==> src/rtl/gpio_cmd_pkg.sv <==
// rtl/gpio_cmd_pkg.sv - field widths, opcode constants and request encoding for the GPIO command master
//  Contents: word/field widths, op-type constants, register and count-log codes,
//  req_kind encoding, read_opcode() helper.
package gpio_cmd_pkg;

  localparam int GPIO_LEN    = 32;
  localparam int OPCODE_LEN  = 8;
  localparam int OP_TYPE_LEN = 2;
  localparam int CODE_LEN    = OPCODE_LEN - OP_TYPE_LEN;
  localparam int DATA_LEN    = GPIO_LEN - OPCODE_LEN - 1;
  localparam int EN_BIT      = DATA_LEN;

  localparam logic [OP_TYPE_LEN-1:0] OP_REG       = 2'b00;
  localparam logic [OP_TYPE_LEN-1:0] OP_COUNT_LOG = 2'b10;
  localparam logic [OP_TYPE_LEN-1:0] OP_MEM_LOG   = 2'b11;

  localparam logic [CODE_LEN-1:0] REG_RESET   = 6'h00;
  localparam logic [CODE_LEN-1:0] REG_ENABLE  = 6'h01;
  localparam logic [CODE_LEN-1:0] REG_PHASE   = 6'h02;
  // Count-log codes 0x00-0x07 are {counter idx, lo}; 0x08 snapshots all counters.
  localparam logic [CODE_LEN-1:0] CL_CNT_BASE = 6'h00;
  localparam logic [CODE_LEN-1:0] CL_LATCH    = 6'h08;
  localparam logic [CODE_LEN-1:0] MAX_READ_IDX = 6'd3;

  typedef enum logic [1:0] {
    KIND_WRITE = 2'b00,
    KIND_LATCH = 2'b01,
    KIND_READ  = 2'b10,
    KIND_RSVD  = 2'b11
  } req_kind_e;

  // Counter idx i: high word at code 2i, low word at code 2i+1.
  function automatic logic [OPCODE_LEN-1:0] read_opcode(input logic [1:0] idx, input logic lo);
    return {OP_COUNT_LOG, CL_CNT_BASE + {3'b000, idx, lo}};
  endfunction

endpackage

==> src/rtl/gpio_cmd_if.sv <==
// rtl/gpio_cmd_if.sv - request/response and GPIO word bundle for gpio_cmd_master
//  Request : req_valid, req_ready, req_kind[1:0], req_code[5:0], req_data[22:0]
//  Response: rsp_valid, rsp_err, rsp_data[63:0]
//  GPIO    : gpio_out[31:0] (to register file), gpio_in[31:0] (from register file)
//  Modports: master = command initiator, slave = requester plus responder side.
interface gpio_cmd_if;
  import gpio_cmd_pkg::*;

  logic                 req_valid;
  logic                 req_ready;
  logic [1:0]           req_kind;
  logic [CODE_LEN-1:0]  req_code;
  logic [DATA_LEN-1:0]  req_data;
  logic                 rsp_valid;
  logic                 rsp_err;
  logic [63:0]          rsp_data;
  logic [GPIO_LEN-1:0]  gpio_out;
  logic [GPIO_LEN-1:0]  gpio_in;

  modport master (
    input  req_valid, req_kind, req_code, req_data, gpio_in,
    output req_ready, rsp_valid, rsp_err, rsp_data, gpio_out
  );

  modport slave (
    output req_valid, req_kind, req_code, req_data, gpio_in,
    input  req_ready, rsp_valid, rsp_err, rsp_data, gpio_out
  );

endinterface

==> src/rtl/gpio_cmd_phase.sv <==
// rtl/gpio_cmd_phase.sv - drives one command word through pulse and settle, flags the capture cycle
//  Ports: clk, rst (async, active-low), start (load word, begin pulse), opcode, data,
//  gpio_in (responder word), gpio_out (command word), done (last settle cycle),
//  cap_word (responder word to store on done).
module gpio_cmd_phase
  import gpio_cmd_pkg::*;
#(
  parameter int PULSE_CYCLES  = 1,
  parameter int SETTLE_CYCLES = 2
) (
  input  logic                  clk,
  input  logic                  rst,
  input  logic                  start,
  input  logic [OPCODE_LEN-1:0] opcode,
  input  logic [DATA_LEN-1:0]   data,
  input  logic [GPIO_LEN-1:0]   gpio_in,
  output logic [GPIO_LEN-1:0]   gpio_out,
  output logic                  done,
  output logic [GPIO_LEN-1:0]   cap_word
);

  localparam logic [1:0] PH_IDLE   = 2'd0;
  localparam logic [1:0] PH_PULSE  = 2'd1;
  localparam logic [1:0] PH_SETTLE = 2'd2;

  localparam logic [15:0] PULSE_LAST  = 16'(PULSE_CYCLES - 1);
  localparam logic [15:0] SETTLE_LAST = 16'(SETTLE_CYCLES - 1);

  logic [1:0]  st;
  logic [15:0] cnt;

  // Start may coincide with done of the previous word; the new word wins.
  always_ff @(posedge clk or negedge rst) begin
    if (!rst) begin
      st       <= PH_IDLE;
      cnt      <= '0;
      gpio_out <= '0;
    end else if (start) begin
      st       <= PH_PULSE;
      cnt      <= '0;
      gpio_out <= {opcode, 1'b1, data};
    end else begin
      case (st)
        PH_PULSE: begin
          if (cnt == PULSE_LAST) begin
            st               <= PH_SETTLE;
            cnt              <= '0;
            gpio_out[EN_BIT] <= 1'b0;
          end else begin
            cnt <= cnt + 16'd1;
          end
        end
        PH_SETTLE: begin
          if (cnt == SETTLE_LAST) st <= PH_IDLE;
          else                    cnt <= cnt + 16'd1;
        end
        default: st <= PH_IDLE;
      endcase
    end
  end

  assign done     = (st == PH_SETTLE) && (cnt == SETTLE_LAST);
  assign cap_word = gpio_in;

endmodule

==> src/rtl/gpio_cmd_master.sv <==
// rtl/gpio_cmd_master.sv - turns one request into a sequence of GPIO command words and one response
//  Ports: clk, rst (async, active-low), bus (gpio_cmd_if.master: request, response, gpio_out/gpio_in).
//  Parameters: PULSE_CYCLES (enable-high cycles per word), SETTLE_CYCLES (enable-low cycles per word).
//  Build option: GPIO_CMD_AUTO_LATCH_EN prefixes every counter read with a latch word.
module gpio_cmd_master #(
  parameter int PULSE_CYCLES  = 1,
  parameter int SETTLE_CYCLES = 2
) (
  input  logic        clk,
  input  logic        rst,
  gpio_cmd_if.master  bus
);
  import gpio_cmd_pkg::*;

`ifdef GPIO_CMD_AUTO_LATCH_EN
  localparam logic LATCH_FIRST = 1'b1;
`else
  localparam logic LATCH_FIRST = 1'b0;
`endif
  localparam logic [1:0] HI_STEP   = LATCH_FIRST ? 2'd1 : 2'd0;
  localparam logic [1:0] READ_LAST = LATCH_FIRST ? 2'd2 : 2'd1;

  localparam logic [1:0] ST_IDLE = 2'd0;
  localparam logic [1:0] ST_BUSY = 2'd1;
  localparam logic [1:0] ST_RESP = 2'd2;

  logic [1:0]           st;
  logic [1:0]           kind_r;
  logic [CODE_LEN-1:0]  code_r;
  logic [DATA_LEN-1:0]  data_r;
  logic [1:0]           step;
  logic [GPIO_LEN-1:0]  hi;
  logic                 rsp_valid_r, rsp_err_r;
  logic [63:0]          rsp_data_r;

  logic                 idle, accept, bad_req, last_step, start, done;
  logic [1:0]           cur_kind, next_step;
  logic [CODE_LEN-1:0]  cur_code;
  logic [DATA_LEN-1:0]  cur_data;
  logic [OPCODE_LEN-1:0] op;
  logic [DATA_LEN-1:0]  word_data;
  logic [GPIO_LEN-1:0]  cap_word;

  assign idle          = (st == ST_IDLE);
  assign bus.req_ready = idle;
  assign accept        = idle && bus.req_valid;

  always_comb begin
    bad_req = 1'b0;
    case (req_kind_e'(bus.req_kind))
      KIND_WRITE: bad_req = (bus.req_code > REG_PHASE);
      KIND_READ:  bad_req = (bus.req_code > MAX_READ_IDX);
      KIND_LATCH: bad_req = 1'b0;
      default:    bad_req = 1'b1;
    endcase
  end

  // The first word is loaded at the accept edge, so it is built from the live
  // request; later words come from the registered copy.
  assign cur_kind  = idle ? bus.req_kind : kind_r;
  assign cur_code  = idle ? bus.req_code : code_r;
  assign cur_data  = idle ? bus.req_data : data_r;
  assign next_step = idle ? 2'd0 : step + 2'd1;

  always_comb begin
    op        = {OP_COUNT_LOG, CL_LATCH};
    word_data = '0;
    case (req_kind_e'(cur_kind))
      KIND_WRITE: begin
        op        = {OP_REG, cur_code};
        word_data = cur_data;
      end
      KIND_READ: begin
        if (!(LATCH_FIRST && next_step == 2'd0))
          op = read_opcode(cur_code[1:0], next_step != HI_STEP);
      end
      default: ;
    endcase
  end

  assign last_step = (kind_r == KIND_READ) ? (step == READ_LAST) : 1'b1;
  assign start     = (accept && !bad_req) || ((st == ST_BUSY) && done && !last_step);

  always_ff @(posedge clk or negedge rst) begin
    if (!rst) begin
      st          <= ST_IDLE;
      kind_r      <= '0;
      code_r      <= '0;
      data_r      <= '0;
      step        <= '0;
      hi          <= '0;
      rsp_valid_r <= 1'b0;
      rsp_err_r   <= 1'b0;
      rsp_data_r  <= '0;
    end else begin
      rsp_valid_r <= 1'b0;
      rsp_err_r   <= 1'b0;
      case (st)
        ST_IDLE: begin
          if (accept) begin
            kind_r <= bus.req_kind;
            code_r <= bus.req_code;
            data_r <= bus.req_data;
            step   <= '0;
            if (bad_req) begin
              rsp_valid_r <= 1'b1;
              rsp_err_r   <= 1'b1;
              rsp_data_r  <= '0;
              st          <= ST_RESP;
            end else begin
              st <= ST_BUSY;
            end
          end
        end
        ST_BUSY: begin
          if (done) begin
            if (step == HI_STEP) hi <= cap_word;
            if (last_step) begin
              rsp_valid_r <= 1'b1;
              rsp_data_r  <= (kind_r == KIND_READ) ? {hi, cap_word} : 64'd0;
              st          <= ST_RESP;
            end else begin
              step <= step + 2'd1;
            end
          end
        end
        default: st <= ST_IDLE;
      endcase
    end
  end

  assign bus.rsp_valid = rsp_valid_r;
  assign bus.rsp_err   = rsp_err_r;
  assign bus.rsp_data  = rsp_data_r;

  gpio_cmd_phase #(
    .PULSE_CYCLES  (PULSE_CYCLES),
    .SETTLE_CYCLES (SETTLE_CYCLES)
  ) u_phase (
    .clk      (clk),
    .rst      (rst),
    .start    (start),
    .opcode   (op),
    .data     (word_data),
    .gpio_in  (bus.gpio_in),
    .gpio_out (bus.gpio_out),
    .done     (done),
    .cap_word (cap_word)
  );

endmodule
==> src/flat_wrapper.sv <==
// flat-port wrapper written by rule: the top's interface ports become plain ports
module gpio_cmd_master_flat import gpio_cmd_pkg::*;
#(
  parameter int PULSE_CYCLES  = 1,
  parameter int SETTLE_CYCLES = 2
)
  (clk, rst, bus_req_valid, bus_req_kind, bus_req_code, bus_req_data, bus_gpio_in, bus_req_ready, bus_rsp_valid, bus_rsp_err, bus_rsp_data, bus_gpio_out);
  gpio_cmd_if bus_i ();
  input  logic clk;
  input  logic rst;
  input wire logic [$bits(bus_i.req_valid)-1:0] bus_req_valid;
  input wire logic [$bits(bus_i.req_kind)-1:0] bus_req_kind;
  input wire logic [$bits(bus_i.req_code)-1:0] bus_req_code;
  input wire logic [$bits(bus_i.req_data)-1:0] bus_req_data;
  input wire logic [$bits(bus_i.gpio_in)-1:0] bus_gpio_in;
  output wire logic [$bits(bus_i.req_ready)-1:0] bus_req_ready;
  output wire logic [$bits(bus_i.rsp_valid)-1:0] bus_rsp_valid;
  output wire logic [$bits(bus_i.rsp_err)-1:0] bus_rsp_err;
  output wire logic [$bits(bus_i.rsp_data)-1:0] bus_rsp_data;
  output wire logic [$bits(bus_i.gpio_out)-1:0] bus_gpio_out;
  assign bus_i.req_valid = bus_req_valid;
  assign bus_i.req_kind = bus_req_kind;
  assign bus_i.req_code = bus_req_code;
  assign bus_i.req_data = bus_req_data;
  assign bus_i.gpio_in = bus_gpio_in;
  assign bus_req_ready = bus_i.req_ready;
  assign bus_rsp_valid = bus_i.rsp_valid;
  assign bus_rsp_err = bus_i.rsp_err;
  assign bus_rsp_data = bus_i.rsp_data;
  assign bus_gpio_out = bus_i.gpio_out;
  gpio_cmd_master #(.PULSE_CYCLES(PULSE_CYCLES), .SETTLE_CYCLES(SETTLE_CYCLES)) u_core (.clk(clk), .rst(rst), .bus(bus_i));
endmodule
==> config.mk <==
export PLATFORM = sky130hd
export DESIGN_NAME = gpio_cmd_master_flat
export DESIGN_NICKNAME = d
export VERILOG_FILES = /design/src/rtl/gpio_cmd_pkg.sv /design/src/rtl/gpio_cmd_if.sv /design/src/rtl/gpio_cmd_phase.sv /design/src/rtl/gpio_cmd_master.sv /design/src/flat_wrapper.sv
export SDC_FILE = /design/constraint.sdc
export NUM_CORES = 1
export LEC_CHECK = 0
export ABC_CLOCK_PERIOD_IN_PS = 3000
export CORE_ASPECT_RATIO = 0.6
export CORE_MARGIN = 2
export CORE_UTILIZATION = 44
export CTS_CLUSTER_DIAMETER = 150
export DETAILED_ROUTE_END_ITERATION = 10
export GPL_ROUTABILITY_DRIVEN = 0
export PLACE_DENSITY = 0.78
export SLEW_MARGIN = 20
export SYNTH_ARGS = -nofsm -noshare
export SYNTH_HDL_FRONTEND = slang
export SYNTH_SLANG_ARGS = --single-unit
==> constraint.sdc <==
create_clock -name clk -period 3 [get_ports clk]
set_clock_uncertainty 0.05 [all_clocks]
set_input_delay 0.6 -clock clk [delete_from_list [all_inputs] [get_ports clk]]
set_output_delay 0.6 -clock clk [all_outputs]
set_load 0.01 [all_outputs]
==> impl_metrics.env <==
export IMPL_post_dp_cell_area_mm2=0.0100
export IMPL_viasPerCell=5.16
export IMPL_placementRows=38
export IMPL_clkLatencyLatePin_ns=0.42
export IMPL_power_density_mw_per_mm2=843
export IMPL_antenna_cells=0
export IMPL_rsz0062_at_grt="false"
export IMPL_yosysTopAreaCellShare=0.547
export IMPL_initial_core_util=0.451
export IMPL_antenna_left=0
export IMPL_min_path_type="input pin to asynchronous set/reset pin"
export IMPL_portBuffers=163
export IMPL_path_cells="clkdlybuf4s50_1 > or4_4 > o31ai_2 > a22oi_2 > buf_4 > a21oi_1 > mux2i_1"
export IMPL_fin_nets=956
export IMPL_cts_root_buf="clkbuf_16"
export IMPL_placed_cells=1104
export IMPL_cts_resized=0
export IMPL_cp_slowest_cell="or4_4"
export IMPL_critPathBufInv=2
export IMPL_drc=0
export IMPL_cts_tree="done"
export IMPL_fmax_mhz=395
export IMPL_worst_ep_arrival_time_ns=2.82
export IMPL_crit_required_ns=3.28
export IMPL_fill_cells=1529
export IMPL_cp_start_kind="input pin"
export IMPL_firstDrtPassIters=4
export IMPL_cts_htree_levels=4
export IMPL_setup_viol=0
export IMPL_finalSetupTns_ns=0
export IMPL_wirelength_mm=18.5
export IMPL_crit_path_max_incr_delay_ns=0.57
export IMPL_grt_pass1_vias=5739
export IMPL_grt_max_degree=76
export IMPL_leakage_uw=0.00454
export IMPL_coreArea_mm2=0.0182
export IMPL_cts_buffers=17
export IMPL_hold_viol=0
export IMPL_slew_violations=0
export IMPL_synth_top_cells_by_area="dfrtp_1 (55%), mux2_2 (7.8%), o21ai_2 (5.8%)"
export IMPL_worst_pin_slew_ns=0.851
export IMPL_ios=165
export IMPL_synthTopCellsByCount="dfrtp_1 (179), nand3_1 (75), inv_1 (73), nand2_1 (58), mux2_2 (57)"
export IMPL_clk_pin_slew_ns=0.07
export IMPL_period_minus_slack_ns=2.53
export IMPL_track_usage=0.193
export IMPL_overflow=0
export IMPL_vdd_drop_max_uv=536
export IMPL_clkSinkCount=179
export IMPL_postCtsSetupBuffers=0
export IMPL_synth_most_common_cell="dfrtp_1"
export IMPL_dieHeight_um=110
export IMPL_syn_avg_cell_area_um2=11.2
export IMPL_grt_pass1_wl_mm=30.3
export IMPL_synthFlopType="dfrtp_1"
export IMPL_post_route_period_util=0.844
export IMPL_syn_area_mm2=0.00818
export IMPL_status="completed"
export IMPL_ys_seq_elements=179
export IMPL_synth_edf_count=0
export IMPL_synth_seq_area_share=0.547
export IMPL_drive_gt1_frac=0.202
export IMPL_crit_path_max_fanout=9
export IMPL_critPathCaptureType="register"
export IMPL_syn_nets=802
export IMPL_ys_warn_count=0
export IMPL_fp_dieW_um=180
export IMPL_final_cell_area_mm2=0.0106
export IMPL_fin_cells=1136
export IMPL_synth_cells=729
export IMPL_area_growth_pct=29.8
export IMPL_slew_headroom=0.428
export IMPL_detail_route_wl_per_cell_um=16.3
export IMPL_crit_type="input pin to register"
export IMPL_hold_ws_ns=0.129
export IMPL_yosysTopAreaCell="dfrtp_1"
export IMPL_synth_distinct_cells=57
export IMPL_cp_top_family="compound AO/OA/AOI/OAI gates"
export IMPL_detailed_place_hpwl_mm=12.4
export IMPL_design_die_area_mm2=0.0197
export IMPL_dr_first_iter_drc_count=377
export IMPL_cts_hold_fix_buffers=0
export IMPL_antenna_found_initial=0
export IMPL_async_flop_share=1.00
export IMPL_vias=5859
export IMPL_clockBufferDepth=2
export IMPL_drv_cap=0
[layout by cell type, fill, tap and decap left out, types with 3 or more instances in the layout]
cell             instances
dfrtp_1                179
clkdlybuf4s50_1        162
nand3_1                 74
inv_1                   73
nand2_1                 58
mux2_2                  57
o21ai_2                 54
mux2i_1                 37
o21ai_0                 23
o21ai_1                 18
a21oi_1                 17
clkbuf_16               17
buf_4                   14
nand3b_1                10
nor2_1                   7
ha_1                     7
and3_1                   6
nand3_2                  6
nor3_1                   5
nand4_1                  5
inv_6                    5
clkinv_8                 5
buf_12                   5
nor2b_1                  3
and2_1                   3
[where the power goes]
part           internal, µW  switching [µW]
registers              3200             506
logic                  1570            1450
clock network          1140            1080
total                  5910            3040
[registers in the layout, summed over array words and instances (netlist names)]
name,cells
u_core.data_r,23
u_core.bus.rsp_valid,1
u_core.code_r,3
u_core.kind_r,2
u_core.u_phase.cnt,16
u_core.bus.rsp_data,64
u_core.step,2
u_core.st,2
u_core.u_phase.gpio_out,31
u_core.u_phase.st,2
u_core.bus.rsp_err,1
u_core.hi,32
[layer usage]
metal  share of wire  vias up  track usage
met4          0.0025        0       0.0363
met1            0.53     2888        0.301
met5               0        -            0
met3           0.054        5       0.0487
met2            0.41      158        0.269
li1                -     2808            -
[cells by family after synthesis]
group,Yosys count,synth area share
other cells,1,0.000458
buf+inv,120,0.0734
compound gates,130,0.114
mux,94,0.124
xor+xnor,2,0.00214
simple gates,196,0.128
fa+ha+maj,7,0.0107
flops,179,0.547
[area by class of cell]
cell class                      count  area, µm²  area share
Multi-Input combinational cell    430       3130       0.295
Timing Repair Buffer              182       1840       0.173
Sequential cell                   179       4480       0.422
Inverter                           73        274      0.0258
Clock inverter                     14        161      0.0152
Clock buffer                       18        439      0.0413
Tap cell                          240        300      0.0283
[per-stage QoR]
step | setup WS [ns] | util | power, µW
finish | 0.467 | 0.585 | 8950
global route | 0.290 | 0.585 | 9500
CTS | 0.489 | 0.585 | 9020
detailed placement | 0.0918 | 0.552 | 6770
global placement | 0.0991 | 0.552 | 6680
floorplan | 0.693 | - | 5500
[worst paths after layout]
check / from / end / slack (ns) / cells past startpoint
setup / recovery: bus_req_code[2] / u_core.u_phase.cnt[13]$_DFFE_PN0P_ / 0.47 / 7
hold / removal: rst / u_core.bus.rsp_data[6]$_DFFE_PN0P_ / 0.13 / 1
setup reg to reg: u_core.u_phase.st[0]$_DFFE_PN0P_ / u_core.u_phase.cnt[13]$_DFFE_PN0P_ / 0.53 / 8
hold reg to reg: u_core.step[1]$_DFFE_PN0P_ / u_core.step[1]$_DFFE_PN0P_ / 0.42 / 2
max in group asynchronous: rst / u_core.hi[6]$_DFFE_PN0P_ / 2.00 / 2
min in group clk: u_core.step[1]$_DFFE_PN0P_ / u_core.step[1]$_DFFE_PN0P_ / 0.42 / 2
Power figures use the tool's default switching activity.
